===== src/rtl/muldiv_ctrl.sv =====
// ============================================================================
//  Module      : muldiv_ctrl
//  Description : Sequencer between the EX stage and the shared div_mlt unit.
//                It issues MULT/MULTU/DIV/DIVU, counts the unit latency and
//                commits HI/LO. It also services MTHI/MTLO.
//  Revision    : 1.0 - initial release
// ============================================================================
`default_nettype none

module muldiv_ctrl #(
    parameter int MUL_LAT = 2,
    parameter int DIV_LAT = 33,
    parameter int CNT_W   = 6
) (
    input  logic        i_clk,
    input  logic        i_rst_n,
    input  logic        i_start,
    input  logic [1:0]  i_op,
    input  logic [31:0] i_rs,
    input  logic [31:0] i_rt,
    input  logic        i_mthi,
    input  logic        i_mtlo,
    input  logic [31:0] i_wdata,
    input  logic        i_flush,
    output logic        o_busy,
    output logic        o_done,
    output logic        o_dz,
    output logic [31:0] o_hi,
    output logic [31:0] o_lo,
    output logic        o_dm_en,
    output logic        o_dm_mul,
    output logic        o_dm_sign,
    output logic [31:0] o_dm_A,
    output logic [31:0] o_dm_B,
    input  logic [31:0] i_dm_hi,
    input  logic [31:0] i_dm_lo,
    input  logic        i_dm_zero
);

    typedef enum logic [1:0] {
        S_IDLE  = 2'd0,
        S_ISSUE = 2'd1,
        S_WAIT  = 2'd2,
        S_DONE  = 2'd3
    } state_t;

    localparam logic [CNT_W-1:0] c_mul_cnt = CNT_W'(MUL_LAT - 1);
    localparam logic [CNT_W-1:0] c_div_cnt = CNT_W'(DIV_LAT - 1);
    localparam logic [CNT_W-1:0] c_cnt_one = CNT_W'(1);

    state_t             state_q;
    logic [CNT_W-1:0]   cnt_q;
    logic [31:0]        hi_q;
    logic [31:0]        lo_q;
    logic [31:0]        a_q;
    logic [31:0]        b_q;
    logic               mul_q;
    logic               sign_q;
    logic               en_q;
    logic               done_q;
    logic               dz_q;

    logic               w_accept_st;
    logic               w_accept;
    logic               w_mt_ok;

    // Requests and MTHI/MTLO are only honoured between operations.
    assign w_accept_st = (state_q == S_IDLE) || (state_q == S_DONE);
    assign w_accept    = w_accept_st && i_start && !i_flush;
    assign w_mt_ok     = w_accept_st && !i_start;

    always_ff @(posedge i_clk or negedge i_rst_n) begin
        if (!i_rst_n) begin
            state_q <= S_IDLE;
            cnt_q   <= '0;
            hi_q    <= '0;
            lo_q    <= '0;
            a_q     <= '0;
            b_q     <= '0;
            mul_q   <= 1'b0;
            sign_q  <= 1'b0;
            en_q    <= 1'b0;
            done_q  <= 1'b0;
            dz_q    <= 1'b0;
        end else begin
            en_q   <= 1'b0;
            done_q <= 1'b0;
            dz_q   <= 1'b0;
            case (state_q)
                S_IDLE, S_DONE: begin
                    if (w_accept) begin
                        a_q     <= i_rs;
                        b_q     <= i_rt;
                        mul_q   <= ~i_op[1];
                        sign_q  <= ~i_op[0];
                        en_q    <= 1'b1;
                        state_q <= S_ISSUE;
                    end else begin
                        state_q <= S_IDLE;
                    end
                    // An MTHI/MTLO in DONE overrides the just-committed result.
                    if (w_mt_ok && i_mthi) begin
                        hi_q <= i_wdata;
                    end
                    if (w_mt_ok && i_mtlo) begin
                        lo_q <= i_wdata;
                    end
                end
                S_ISSUE: begin
                    if (i_flush) begin
                        state_q <= S_IDLE;
                    end else begin
                        cnt_q   <= mul_q ? c_mul_cnt : c_div_cnt;
                        state_q <= S_WAIT;
                    end
                end
                S_WAIT: begin
                    if (i_flush) begin
                        state_q <= S_IDLE;
                    end else if (cnt_q == '0) begin
                        if (mul_q || !i_dm_zero) begin
                            hi_q <= i_dm_hi;
                            lo_q <= i_dm_lo;
                        end
                        dz_q    <= !mul_q && i_dm_zero;
                        done_q  <= 1'b1;
                        state_q <= S_DONE;
                    end else begin
                        cnt_q <= cnt_q - c_cnt_one;
                    end
                end
                default: begin
                    state_q <= S_IDLE;
                end
            endcase
        end
    end

    assign o_busy    = (state_q == S_ISSUE) || (state_q == S_WAIT);
    assign o_done    = done_q;
    assign o_dz      = dz_q;
    assign o_hi      = hi_q;
    assign o_lo      = lo_q;
    assign o_dm_en   = en_q;
    assign o_dm_mul  = mul_q;
    assign o_dm_sign = sign_q;
    assign o_dm_A    = a_q;
    assign o_dm_B    = b_q;

endmodule

`default_nettype wire

===== config.mk =====
export PLATFORM = sky130hd
export DESIGN_NAME = muldiv_ctrl
export DESIGN_NICKNAME = d
export VERILOG_FILES = /design/src/rtl/muldiv_ctrl.sv
export SDC_FILE = /design/constraint.sdc
export NUM_CORES = 1
export LEC_CHECK = 0
export CORE_MARGIN = 1.5
export CORE_UTILIZATION = 45
export CTS_CLUSTER_SIZE = 24
export DETAILED_ROUTE_END_ITERATION = 16
export GPL_TIMING_DRIVEN = 0
export PLACE_DENSITY_LB_ADDON = 0.25
export SLEW_MARGIN = 20
export SYNTH_ARGS = -nofsm -noshare
export SYNTH_HDL_FRONTEND = slang
export SYNTH_SLANG_ARGS = --single-unit

===== constraint.sdc =====
create_clock -name i_clk -period 2.9 [get_ports i_clk]
set_clock_uncertainty 0.05 [all_clocks]
set_input_delay 0.435 -clock i_clk [delete_from_list [all_inputs] [get_ports i_clk]]
set_output_delay 0.435 -clock i_clk [all_outputs]
set_load 0.03 [all_outputs]

==> out/summary.log <==
[yosys] Synth Net Count 846
[yosys] Synth top area share 0.5532
[yosys] Post-Synth Simple-Gate Area 0.1718
[floorplanning] Std-Cell Rows 43
[yosys] total number of yosys warnings 0
[worst_setup_path] largest fanout of any net on the critical path 5
[worst_hold_path] worst hold path startpoint o_dm_A[23]
[worst_setup_path] launch instance of the worst register-to-register path state_q[0]
[yosys] post-synthesis cell type count 35
[timing] setup repair after global routing missed its margin false
[worst_setup_path] kind of end point of the critical path primary output
[clock_tree] number of buffers on the longest clock path 2
[yosys] sequential cell area fraction in the yosys report 0.5532
[floorplanning] boundary pin count 303
[floorplanning] initial cell density of the core 0.4595
[detailed_routing] detailed-route wire length per cell 17.31 µm
[yosys] leading post-synthesis cells by cell area dfrtp_1, nand2_1, a21oi_1
[floorplanning] core footprint 13880 µm²
[place] final estimated routing congestion in global placement 0.8247
[worst_setup_path] setup slack of the most critical reg-to-reg path 510 ps
[clock_tree] clk root buf clkbuf_16
[worst_setup_path] data required time of the critical path 2410 ps
[detailed_routing] number of vias per cell after detailed routing 5.110
[timing] share of the clock period used by the worst path 0.8354
[timing] final max-slew violation count 0
[finish] antenna diode instance count 0
[yosys] dominant combinational cell family by area after synthesis compound AO/OA/AOI/OAI gates
[finish] Area growth syn-to-layout 61.24%
[finish] combined area of the multi-input logic cells 2514 µm²
[yosys] FFs w/ async S/R, synth 1.000
[floorplanning] Die Width 122.1 µm
[yosys] most common flop cell mapped by yosys dfrtp_1
[detailed_routing] count of nets left with antenna violations after detail routing 0
[timing] max_slew headroom 0.3836
[power_and_ir_drop] switching power of the nets 2.353 mW
[finish] final layout net count 1169
[global_routing] GRT Resource Usage Total 0.2813
[worst_setup_path] R2R Path End o_hi[6]
[timing] Min Clock Period, post-route 2423 ps
[power_and_ir_drop] peak supply drop 0.4424 mV
[global_routing] pin count of the biggest net entering global routing 97
[clock_tree] H-tree depth reported by CTS 4
[power_and_ir_drop] portion of total power attributed to combinational logic 0.334
[yosys] Cells after Synth 673
[timing] crit path setup slack, layout 477.4 ps
[yosys] XOR/XNOR Fraction of Synth Area 0
[power_and_ir_drop] internal portion of total power 4.816 mW
[power_and_ir_drop] sequential cell fraction of total power 0.351
[worst_setup_path] Worst EP arrival 1940 ps
[timing] number of hold-slack violations in the final timing report 0
[detailed_routing] vias 6076
[finish] top library cells by usage in the layout, fill and taps aside clkdlybuf4s50_1, nand2_1, dfrtp_1, a21oi_1, a21oi_2
[finish] fraction of layout instances using a drive strength above 1 0.1070
[yosys] adder-cell share of the synthesized area 0.007846
[floorplanning] area of the die 14900 µm²
[yosys] multiplexer fraction of the synthesized cell area 0
[clock_tree] Clock Pin Slew Worst Setup and Hold Paths 60 ps
[clock_tree] CTS sink count 141
[power_and_ir_drop] Final Power 7.170 mW
[worst_setup_path] type of the setup path with the least slack flop to primary output
[clock_tree] Resized cells post-CTS 0
[worst_setup_path] worst reg-to-reg path cell count 7
[place] port bufs 302
[worst_setup_path] type of element launching the critical path flop
[detailed_routing] Detailed Route Iter0 Violations 328
[finish] fillcell total 1026
[finish] area of all sequential standard cells 3528 µm²
[clock_tree] cts bufs inserted 17
[yosys] largest area contributor in the netlist dfrtp_1
[yosys] flip-flop and latch count after synthesis 141
[place] Setup Slack @ Placement 138.8 ps
[timing] setup violators final 0
[timing] Worst-Margin Slew 917.0 ps
[place] final HPWL from detailed placement 15.06 mm
[timing] highest achievable clock rate 0.4128 GHz
[global_routing] wire length of the first global-routing pass 31.93 mm
[clock_tree] later-pin clock latency in the skew report 410 ps
[power_and_ir_drop] leakage power of the design 4.468 nW
[global_routing] number of antenna violations at the first check in global routing 0
[yosys] Synth Cell Area 6379 µm²
[yosys] number of enable flip-flop cells after synthesis 0
[worst_hold_path] kind of path behind the tightest hold check flop to flop
[yosys] Post-Synthesis Mean Instance Area 9.478 µm²
[detailed_routing] post-detailed-routing wire length 20.58 mm
[power_and_ir_drop] part of the total power dissipated in the clock network 0.315
[finish] most common cell after layout, fill and taps aside clkdlybuf4s50_1
[yosys] complex-gate fraction of the synthesized area 0.2144
[global_routing] number of global-route vias before repair 6172
[clock_tree] TritonCTS clock tree done
[detailed_routing] DRT Pass-1 Iters 6
[detailed_routing] post-route DRC violation count 0
[worst_hold_path] Hold Path Depth 2
[flow_run] number of max-cap violations 0
[power_and_ir_drop] switching fraction of total power 0.3283
[global_routing] Overflow after GRT 0
[floorplanning] floorplan die height 122.1 µm
[power_and_ir_drop] power per unit of standard cell area 697.1 nW/µm²
[status] result of the run complete, no violations
[worst_hold_path] terminating pin of the worst hold path o_dm_A[23]
power by group through the flow:
stage / combinational (mW) / clock, mW / sequential [mW]
floorplan: 0.554 / 0 / 3.22
global placement: 2.36 / 0 / 2.54
detailed placement: 2.39 / 0 / 2.54
CTS: 2.41 / 2.29 / 2.52
global route: 2.55 / 2.39 / 2.56
finish: 2.40 / 2.26 / 2.52
layer usage:
metal	global-route usage	vias up	part of all wire
met3	0.1053	32	0.10
met1	0.3223	2863	0.38
met2	0.4786	281	0.49
met5	0	-	0
li1	-	2900	-
met4	0.1076	0	0.023
area by class of cell:
| class | instances | area share |
|---|---|---|
| multi-input cells | 476 | 0.2444 |
| repair buffers | 304 | 0.2981 |
| clock buffers | 27 | 0.04988 |
| plain buffers | 48 | 0.02981 |
| well taps | 180 | 0.02190 |
| inverters | 8 | 0.002920 |
| flip-flops and latches | 141 | 0.3431 |
| clock inverters | 5 | 0.009976 |
state kept, by name (all words and copies together), names as in the netlist:
signal / flops
o_dm_A: 32
o_dm_B: 32
o_hi: 32
o_lo: 32
cnt_q: 6
state_q: 2
o_dm_en: 1
o_dm_mul: 1
o_dm_sign: 1
o_done: 1
o_dz: 1
per-stage QoR:
| step | instance area, µm² | utilization | instances | setup TNS, ps | hold slack (ps) |
|---|---|---|---|---|---|
| 2_1_floorplan | 6379 | - | 673 | 0 | 89.41 |
| 3_3_place_gp | 9627 | 0.6935 | 1155 | -627980 | 407.3 |
| 3_5_place_dp | 9659 | 0.6959 | 1156 | 0 | 302.0 |
| 4_1_cts | 10280 | 0.7409 | 1189 | 0 | 425.4 |
| 5_1_grt | 10280 | 0.7409 | 1189 | 0 | 447.8 |
| 6_report | 10280 | 0.7409 | 1189 | 0 | 419.1 |
synthesized netlist by cell type, drive strengths merged (2+ instances only):
cell type	n
clkbuf	26
nor2b	37
nor2	6
inv	7
ha	4
a21oi	195
nand2	197
dfrtp	141
and2	3
a21o	3
o21ai	6
a31oi	4
nand3	4
and3	2
o41ai	3
nor3	2
buf	22
critical path, cell delays in order, from the launching register on:
cell and delay, ps:
dfrtp_1 370, inv_1 60, ha_1 340, inv_1 90, clkdlybuf4s50_1 670
logic make-up (layout without fill, tap and decap cells):
family | count (synthesis) | in the layout
and+or+nand+nor | 255 | 255
DFF | 141 | 141
adders and majority gates | 4 | 4
AOI/OAI and AO/OA | 217 | 217
buffers and inverters | 56 | 392
what timing repair did:
action	4_1_cts	5_1_grt
hold endpoints to repair	45	0
buffers inserted	0	0
hold buffers	1	0
worst max path at each step:
stage               cells past startpoint         end  slack (ps)        from
floorplan                               7     o_hi[0]        1110    cnt_q[2]
global placement                        1  o_dm_A[19]       -4470     i_rst_n
detailed placement                      8   o_dm_B[7]         140     i_flush
CTS                                     4      o_busy         450  state_q[0]
global route                            8  o_dm_B[12]         320  state_q[0]
finish                                  4      o_busy         480  state_q[0]
Power figures use the tool's default switching activity.
